$ cat config.mk
export PLATFORM = sky130hd
export DESIGN_NAME = mem_port_arbiter_flat
export DESIGN_NICKNAME = d
export VERILOG_FILES = /design/src/rtl/mem_port_arbiter_if.sv /design/src/rtl/mem_port_arbiter.sv /design/src/flat_wrapper.sv
export SDC_FILE = /design/constraint.sdc
export NUM_CORES = 1
export LEC_CHECK = 0
export BUFFER_PORTS_ARGS = -buffer_cell sky130_fd_sc_hd__buf_2
export CAP_MARGIN = 20
export CORE_MARGIN = 2
export CORE_UTILIZATION = 45
export CTS_CLUSTER_SIZE = 14
export DETAILED_ROUTE_END_ITERATION = 7
export PLACE_DENSITY = 0.76
export SLEW_MARGIN = 20
export SYNTH_ARGS = -nofsm -noshare
export SYNTH_HDL_FRONTEND = slang
export SYNTH_SLANG_ARGS = --single-unit
export TNS_END_PERCENT = 1
$ cat constraint.sdc
create_clock -name clk -period 2.45 [get_ports clk]
set_clock_uncertainty 0.05 [all_clocks]
set_input_delay 0.49 -clock clk [delete_from_list [all_inputs] [get_ports clk]]
set_output_delay 0.49 -clock clk [all_outputs]
set_load 0.005 [all_outputs]
$ cat src/rtl/mem_port_arbiter_if.sv
// mem_port_arbiter_if: requester and memory handshake signals of the memory port arbiter
interface mem_port_arbiter_if;
  logic fetchReq;
  logic [31:0] fetchAddr;
  logic fetchDone;
  logic [31:0] fetchData;
  logic dataReq;
  logic dataWrite;
  logic [3:0] dataByteEnable;
  logic [31:0] dataAddr;
  logic [31:0] dataWriteData;
  logic dataDone;
  logic [31:0] dataReadData;
  logic memReq;
  logic memWrite;
  logic [3:0] memByteEnable;
  logic [31:0] memAddr;
  logic [31:0] memWriteData;
  logic memReady;
  logic [31:0] memReadData;
  modport master (
    output fetchReq, fetchAddr, dataReq, dataWrite, dataByteEnable, dataAddr, dataWriteData, memReady, memReadData,
    input fetchDone, fetchData, dataDone, dataReadData, memReq, memWrite, memByteEnable, memAddr, memWriteData
  );
  modport slave (
    input fetchReq, fetchAddr, dataReq, dataWrite, dataByteEnable, dataAddr, dataWriteData, memReady, memReadData,
    output fetchDone, fetchData, dataDone, dataReadData, memReq, memWrite, memByteEnable, memAddr, memWriteData
  );
endinterface

$ cat src/rtl/mem_port_arbiter.sv
// mem_port_arbiter: shares one single-ported memory between fetch and data ports, data first with a fetch starvation guard
module mem_port_arbiter #(
  parameter int STARVE_LIMIT = 4
) (
  input logic clk,
  input logic reset,
  mem_port_arbiter_if.slave bus
);
  typedef enum logic [1:0] {IDLE, FETCH, DATA, DONE} state_t;
  state_t state, state_nxt;
  logic [3:0] starve_cnt;
  logic any_req, grant_fetch, complete;
  // arbitration decision and next state; fetch wins only when data is absent or fetch has waited long enough
  always_comb begin
    any_req = bus.fetchReq || bus.dataReq;
    grant_fetch = bus.fetchReq && (!bus.dataReq || starve_cnt == 4'(STARVE_LIMIT));
    complete = (state == FETCH || state == DATA) && bus.memReady;
    state_nxt = state == IDLE ? (!any_req ? IDLE : grant_fetch ? FETCH : DATA) :
                state == DONE ? IDLE : complete ? DONE : state;
  end
  // state register; reset abandons any in-flight access
  always_ff @(posedge clk or negedge reset)
    if (!reset) state <= IDLE;
    else state <= state_nxt;
  // registered memory request, completion pulses, read data capture and starvation count
  always_ff @(posedge clk or negedge reset)
    if (!reset) begin
      starve_cnt <= '0;
      bus.memReq <= 1'b0;
      bus.memWrite <= 1'b0;
      bus.memByteEnable <= '0;
      bus.memAddr <= '0;
      bus.memWriteData <= '0;
      bus.fetchDone <= 1'b0;
      bus.dataDone <= 1'b0;
      bus.fetchData <= '0;
      bus.dataReadData <= '0;
    end else begin
      bus.fetchDone <= complete && state == FETCH;
      bus.dataDone <= complete && state == DATA;
      if (state == IDLE)
        starve_cnt <= (!bus.fetchReq || grant_fetch) ? '0 : starve_cnt + 4'd1;
      if (state == IDLE && any_req) begin
        bus.memReq <= 1'b1;
        bus.memWrite <= !grant_fetch && bus.dataWrite;
        bus.memByteEnable <= (grant_fetch || !bus.dataWrite) ? 4'hf : bus.dataByteEnable;
        bus.memAddr <= grant_fetch ? {bus.fetchAddr[31:2], 2'b00} : bus.dataAddr;
        bus.memWriteData <= grant_fetch ? '0 : bus.dataWriteData;
      end
      if (complete) bus.memReq <= 1'b0;
      if (complete && state == FETCH) bus.fetchData <= bus.memReadData;
      if (complete && state == DATA && !bus.memWrite) bus.dataReadData <= bus.memReadData;
    end
endmodule

$ cat src/flat_wrapper.sv
// flat-port wrapper written by rule: the top's interface ports become plain ports
module mem_port_arbiter_flat 
#(
  parameter int STARVE_LIMIT = 4
)
  (clk, reset, bus_fetchReq, bus_fetchAddr, bus_dataReq, bus_dataWrite, bus_dataByteEnable, bus_dataAddr, bus_dataWriteData, bus_memReady, bus_memReadData, bus_fetchDone, bus_fetchData, bus_dataDone, bus_dataReadData, bus_memReq, bus_memWrite, bus_memByteEnable, bus_memAddr, bus_memWriteData);
  mem_port_arbiter_if bus_i ();
  input logic clk;
  input logic reset;
  input wire logic [$bits(bus_i.fetchReq)-1:0] bus_fetchReq;
  input wire logic [$bits(bus_i.fetchAddr)-1:0] bus_fetchAddr;
  input wire logic [$bits(bus_i.dataReq)-1:0] bus_dataReq;
  input wire logic [$bits(bus_i.dataWrite)-1:0] bus_dataWrite;
  input wire logic [$bits(bus_i.dataByteEnable)-1:0] bus_dataByteEnable;
  input wire logic [$bits(bus_i.dataAddr)-1:0] bus_dataAddr;
  input wire logic [$bits(bus_i.dataWriteData)-1:0] bus_dataWriteData;
  input wire logic [$bits(bus_i.memReady)-1:0] bus_memReady;
  input wire logic [$bits(bus_i.memReadData)-1:0] bus_memReadData;
  output wire logic [$bits(bus_i.fetchDone)-1:0] bus_fetchDone;
  output wire logic [$bits(bus_i.fetchData)-1:0] bus_fetchData;
  output wire logic [$bits(bus_i.dataDone)-1:0] bus_dataDone;
  output wire logic [$bits(bus_i.dataReadData)-1:0] bus_dataReadData;
  output wire logic [$bits(bus_i.memReq)-1:0] bus_memReq;
  output wire logic [$bits(bus_i.memWrite)-1:0] bus_memWrite;
  output wire logic [$bits(bus_i.memByteEnable)-1:0] bus_memByteEnable;
  output wire logic [$bits(bus_i.memAddr)-1:0] bus_memAddr;
  output wire logic [$bits(bus_i.memWriteData)-1:0] bus_memWriteData;
  assign bus_i.fetchReq = bus_fetchReq;
  assign bus_i.fetchAddr = bus_fetchAddr;
  assign bus_i.dataReq = bus_dataReq;
  assign bus_i.dataWrite = bus_dataWrite;
  assign bus_i.dataByteEnable = bus_dataByteEnable;
  assign bus_i.dataAddr = bus_dataAddr;
  assign bus_i.dataWriteData = bus_dataWriteData;
  assign bus_i.memReady = bus_memReady;
  assign bus_i.memReadData = bus_memReadData;
  assign bus_fetchDone = bus_i.fetchDone;
  assign bus_fetchData = bus_i.fetchData;
  assign bus_dataDone = bus_i.dataDone;
  assign bus_dataReadData = bus_i.dataReadData;
  assign bus_memReq = bus_i.memReq;
  assign bus_memWrite = bus_i.memWrite;
  assign bus_memByteEnable = bus_i.memByteEnable;
  assign bus_memAddr = bus_i.memAddr;
  assign bus_memWriteData = bus_i.memWriteData;
  mem_port_arbiter #(.STARVE_LIMIT(STARVE_LIMIT)) u_core (.clk(clk), .reset(reset), .bus(bus_i));
endmodule
==> results of run 1 <==
-- final cells by class --
| type | instances | area, µm² |
|---|---|---|
| clock buffer | 23 | 488 |
| timing repair buffer | 287 | 1520 |
| sequential | 142 | 3550 |
| clock inverter | 9 | 155 |
| multi-input combinational | 340 | 2150 |
| tap | 172 | 215 |
| inverter | 5 | 18.8 |
| fill | 1029 | 4620 |
-- layer usage --
layer / global-route usage, % / wire length (µm)
met4: 9.38 / 371
met1: 27.8 / 6420
met2: 41.4 / 8220
met3: 5.69 / 1060
met5: 0 / 0
-- placed cells by master (no fill, tap or decap), drive strengths merged, types with 3 or more instances in the layout --
master,count
buf,286
mux2,64
a31oi,6
bufinv,4
nand3,3
dfrtp,142
nand4,31
clkinv,3
o211ai,30
ha,6
o21ai,36
nand2b,4
clkbuf,23
nor2,11
inv,6
nand2,134
-- power groups by stage --
stage                     combinational, mW  sequential, mW  clock, mW
after floorplan                        1.63            4.08          0
after global placement                 3.29            3.95          0
after detailed placement               3.44            4.03          0
after CTS                              3.45            4.01       2.82
after global routing                   3.77            4.14       2.93
final                                  3.40            4.02       2.76
-- kinds of logic after synthesis --
family / share of synthesized area [%]
buffers and inverters: 3.48
AO/OA/AOI/OAI: 8.44
multiplexers: 12.4
AND/OR/NAND/NOR: 14.2
flip-flops: 60.3
adder cells (fa/ha/maj): 1.27
-- per-stage QoR --
stage	std cells	cell area (µm²)
finish	978	8100
CTS	978	8100
global placement	945	7450
detailed placement	945	7450
floorplan	527	5900
global route	978	8100
-- how the worst max path moves through the flow --
stage | startpoint | to | depth (start not counted)
2_1_floorplan | u_core.state[0] | u_core.bus.dataReadData[10] | 7
3_3_place_gp | bus_fetchReq | u_core.bus.memAddr[10] | 5
3_5_place_dp | bus_dataReq | u_core.bus.memWriteData[6] | 6
4_1_cts | u_core.state[0] | u_core.bus.memAddr[0] | 6
5_1_grt | u_core.state[0] | u_core.bus.memWriteData[28] | 6
6_report | u_core.state[0] | u_core.bus.memAddr[14] | 6
-- registers in the layout, indices dropped and copies added (netlist names) --
register / flops
u_core.bus.fetchDone: 1
u_core.bus.dataReadData: 32
u_core.bus.memWrite: 1
u_core.bus.fetchData: 32
u_core.bus.memWriteData: 32
u_core.bus.dataDone: 1
u_core.bus.memReq: 1
u_core.bus.memAddr: 32
u_core.bus.memByteEnable: 4
u_core.starve_cnt: 4
u_core.state: 2
==> impl_metrics.py, run 1 <==
metrics = {
    "power_and_ir_drop": {
        "intPower_mw": 6.98,
        "worst_ir_drop_vdd_mv": 0.544,
        "power_frac_seq_pct": 39.5,
        "p_sw_mw": 3.20,
        "p_comb_share_pct": 33.4,
        "power_density_nw_per_um2": 1260,
        "p_total_mw": 10.2,
        "power_frac_clock_pct": 27.1,
        "swShare_pct": 31.4,
        "leakagePower_nw": 4.05,
    },
    "finish": {
        "layout.nets": 937,
        "drive_gt1_share_pct": 47.6,
        "area_delta_synth_final_pct": 37.4,
        "final_util_pct": 63.7,
        "antenna_cells": 0,
    },
    "yosys": {
        "yosys_warnings": 0,
        "ys_top_cells_by_count": "142 x dfrtp_1, 134 x nand2_1, 63 x mux2_2, 35 x o21ai_0, 31 x nand4_1",
        "synth_edf_count": 0,
        "synth_ff_type": "dfrtp_1",
        "synth-seq-area-share_pct": 60.3,
        "yosys.area.top_type": "dfrtp_1",
        "avgSynthCellArea_um2": 11.2,
        "syn_inst": 527,
        "synth_cell_types": 32,
        "synthesis.nets": 671,
        "syn-cell-area_um2": 5900,
        "synthDominantCellAreaShare_pct": 60.3,
        "yosysMostFrequentCell": "dfrtp_1",
        "synth_seq_cells": 142,
        "synthArstFlopShare_pct": 100,
        "yosys-top-cells-area": "dfrtp_1 60%, mux2_2 12%, nand2_1 8.5%, o211ai_1 3.8%, nand4_1 3.3%",
    },
    "critical_path": {
        "critPathTopFamily": "compound AO/OA/AOI/OAI gates",
        "crit_slowest_cell": "o21a_2",
        "max_stage_delay_ns": 0.44,
        "arrival_ns": 2.27,
        "worst_setup_path_end_kind": "register",
        "crit_type": "reg2reg",
        "r2r_setup_slack_ns": 0.46,
        "startpoint_type": "register",
        "crit_path_cell_trace": "inv_1 -> ha_1 -> o21a_2 -> buf_12 -> nand2_1 -> o211ai_1",
        "reg2reg_depth": 6,
        "path_max_fanout": 52,
        "cp.required_ns": 2.73,
        "r2r_end": "u_core.bus.memAddr[14]",
        "rr_startpoint": "u_core.state[0]",
        "crit_buf_inv": 2,
    },
    "grt": {
        "grt_max_degree": 56,
        "grt_pass1_vias": 5290,
        "grt-ovfl-total": 0,
        "grtUsageTotal_pct": 23.6,
        "grt_first_pass_wirelength_um": 26100,
        "antenna_found_initial": 0,
    },
    "floorplanning": {
        "die_h_um": 118,
        "dieArea_um2": 14000,
        "core_um2": 12700,
        "fp-row-count": 41,
        "start_util_pct": 46.4,
        "ios": 274,
        "die_x_um": 118,
    },
    "clock_tree": {
        "clockBufferDepth": 2,
        "cts_tree": "yes",
        "clock_sinks": 142,
        "cts_resized": 0,
        "htree_levels": 4,
        "cts_setup_buffers": 0,
        "cts_root_buf": "clkbuf_16",
        "hold_buffers": 1,
        "cts.clk_slew.worst_paths_ns": 0.06,
        "cts_inserted_buffers": 17,
        "clkLatencyLatePin_ns": 0.42,
    },
    "drt": {
        "drt-initial-drc-count": 340,
        "route.detailed.drc": 0,
        "drtPass1Iterations": 4,
        "via_count": 5107,
        "drt.antenna.violating_nets": 0,
        "drt-vias-per-instance": 5.22,
        "wire_per_inst_um": 16.4,
        "drt-total-wl_um": 16100,
    },
    "flow_run": {
        "maxCapViolations": 0,
    },
    "sta": {
        "worst_slew_pin_slew_ns": 1.02,
        "setup_ws_ns": 0.458,
        "setup_viol": 0,
        "hold_violations": 0,
        "fmax_ghz": 0.502,
        "maxSlewHeadroom_pct": 31.9,
        "timing.final.max_slew_violations": 0,
        "totalNegativeSetupSlack_ns": 0,
        "post-route-period-util_pct": 81.3,
        "whs_ns": 0.235,
        "rsz0062_at_grt": "false",
        "period_minus_slack_ns": 1.99,
    },
    "hold_path": {
        "whs_endpoint": "u_core.bus.memReq",
        "hp-class": "in2reg",
        "holdCritStartpoint": "bus_memReady",
        "whs_path_depth": 2,
    },
    "placed_design": {
        "io_buffers": 271,
        "dp_hpwl_um": 11500,
        "gp_congestion": 0.812,
        "place_ws_ns": 0.277,
    },
    "run_status": {
        "status": "completed",
    },
}
No activity file was read; power rests on OpenSTA's default activity.
==> run 2: changes to the inputs <==
Settings changed: CORE_UTILIZATION 45 to 42, PLACE_DENSITY 0.76 to 0.74.
Clock period 2.45 ns to 1.67 ns, I/O delays scaled along.
==> run 2 against run 1 <==
The flow now finishes with violations (negative setup slack). Critical path depth is the same. Hold slack got worse by 0.14 ns. Clock power grew 35%. Sequential share of layout area down 1.5 points. Critical path type unchanged. Largest power group unchanged.
==> impl_metrics.py, run 2 (synthesis gave the netlist of run 1 again) <==
metrics = {
    "drt": {
        "wl_met2_um": 7520,
        "via_count": 5017,
        "drt-total-wl_um": 15600,
        "route.detailed.drc": 0,
        "dr.max_layer_used": "met4",
        "drtPass1Iterations": 4,
        "wire_per_inst_um": 15.6,
        "met3WireLength_um": 1230,
        "wirelength_met1_um": 6580,
        "drt.antenna.violating_nets": 0,
        "drt-initial-drc-count": 259,
        "drt-vias-per-instance": 5.00,
    },
    "placed_design": {
        "io_buffers": 271,
        "dp_hpwl_um": 10700,
        "gp_congestion": 0.817,
    },
    "floorplanning": {
        "ios": 274,
        "die_x_um": 122,
        "die_h_um": 122,
        "core_um2": 13800,
        "fp-row-count": 43,
        "start_util_pct": 42.8,
        "dieArea_um2": 15000,
    },
    "sta": {
        "setup_ws_ns": -0.0106,
        "post-route-period-util_pct": 101,
        "timing.final.max_slew_violations": 0,
        "rsz0062_at_grt": "true",
        "whs_ns": 0.0977,
        "setup_viol": 13,
        "worst_slew_pin_slew_ns": 0.315,
        "fmax_ghz": 0.595,
        "hold_violations": 0,
        "maxSlewHeadroom_pct": 79.0,
        "period_minus_slack_ns": 1.68,
    },
    "power_and_ir_drop": {
        "leakagePower_nw": 4.20,
        "p_total_mw": 15.0,
        "p_sw_mw": 4.74,
        "p_comb_share_pct": 36.3,
        "intPower_mw": 10.3,
        "power_density_nw_per_um2": 1790,
        "swShare_pct": 31.6,
        "power_frac_clock_pct": 24.8,
        "power_frac_seq_pct": 38.9,
        "worst_ir_drop_vdd_mv": 0.659,
    },
    "finish": {
        "layout.nets": 953,
        "final.fill_count": 1159,
        "final_common_cell": "buf_2",
        "final_util_pct": 60.9,
        "layout_common_cells": "270 x buf_2, 142 x dfrtp_1, 134 x nand2_1",
        "drive_gt1_share_pct": 49.5,
        "area_delta_synth_final_pct": 42.3,
    },
    "hold_path": {
        "hp-class": "in2reg",
    },
    "critical_path": {
        "cp.required_ns": 1.92,
        "crit_type": "reg2reg",
        "path_max_fanout": 11,
        "arrival_ns": 1.93,
        "startpoint_type": "register",
        "worst_setup_path_end_kind": "register",
    },
    "clock_tree": {
        "htree_levels": 4,
        "clockBufferDepth": 2,
        "cts_inserted_buffers": 17,
        "cts_root_buf": "clkbuf_16",
        "clock_sinks": 142,
        "clkLatencyLatePin_ns": 0.41,
        "cts.clk_slew.worst_paths_ns": 0.06,
        "cts_tree": "yes",
    },
    "run_status": {
        "status": "complete, but fails checks",
        "violations": "negative setup slack",
    },
    "grt": {
        "grt_pass1_vias": 4773,
        "antenna_found_initial": 2,
        "grtUsageTotal_pct": 20.2,
        "grt_max_degree": 48,
        "grt_first_pass_wirelength_um": 23500,
        "grt-ovfl-total": 0,
    },
    "flow_run": {
        "maxCapViolations": 0,
    },
}
run 2: layout make-up:
| class | instances | area (µm²) | area share (%) |
|---|---|---|---|
| flip-flops and latches | 142 | 3550 | 42.3 |
| repair buffers | 303 | 1780 | 21.2 |
| inverters | 5 | 18.8 | 0.224 |
| multi-input cells | 340 | 2220 | 26.4 |
| diodes | 2 | 5.00 | 0.0596 |
| clock buffers | 20 | 457 | 5.44 |
| well taps | 180 | 225 | 2.68 |
| clock inverters | 12 | 135 | 1.61 |
run 2: repair_timing:
item	CTS	global route
buffers inserted	1	1
endpoints found under the hold margin	29	0
resized for setup	4	17
hold buffers	1	0
gates cloned	1	1
pin swaps	0	4
setup endpoints to repair	32	38
run 2: critical path: stages (launching register included):
cell and delay, ns:
dfrtp_1 0.40, inv_2 0.09, ha_4 0.20, and3_4 0.18, nand2b_4 0.14, buf_16 0.16
mux2_2 0.34
run 2: path summary, 6_finish.rpt:
check | from | cells after the start | end | slack, ns
min reg2reg | u_core.bus.memWriteData[31] | 2 | u_core.bus.memWriteData[31] | 0.42
max | u_core.state[1] | 6 | u_core.bus.dataReadData[11] | -0.01
max in group asynchronous | reset | 3 | u_core.bus.memWriteData[31] | 0.68
min in group asynchronous | reset | 2 | u_core.bus.dataReadData[8] | 0.33
max reg2reg | u_core.state[1] | 6 | u_core.bus.dataReadData[11] | -0.01
min | bus_memReadData[6] | 2 | u_core.bus.dataReadData[6] | 0.1
run 2: routing by layer:
layer / global-route usage [%] / vias to the layer above
met5: 0 / -
met4: 7.54 / 0
met3: 6.37 / 25
met2: 33.3 / 208
met1: 24.9 / 2383
li1: - / 2401
run 2: through the flow:
stage,instance area [µm²],cells,setup slack (ns),setup TNS [ns]
detailed placement,7640,965,-0.0840,-2.14
CTS,8290,1000,-0.00148,-0.00148
finish,8390,1004,-0.0106,-0.0617
global route,8390,1003,-0.0631,-1.63
global placement,7640,965,-0.0463,-1.35
floorplan,5930,527,-0.0469,-1.39
run 2: power by group through the flow:
stage | clock network (mW) | logic, mW | registers, mW
after global placement | 0 | 5.09 | 5.81
final | 3.73 | 5.44 | 5.84
after detailed placement | 0 | 5.24 | 5.84
after floorplan | 0 | 2.43 | 5.99
after CTS | 3.81 | 5.33 | 5.81
after global routing | 3.98 | 6.04 | 6.03
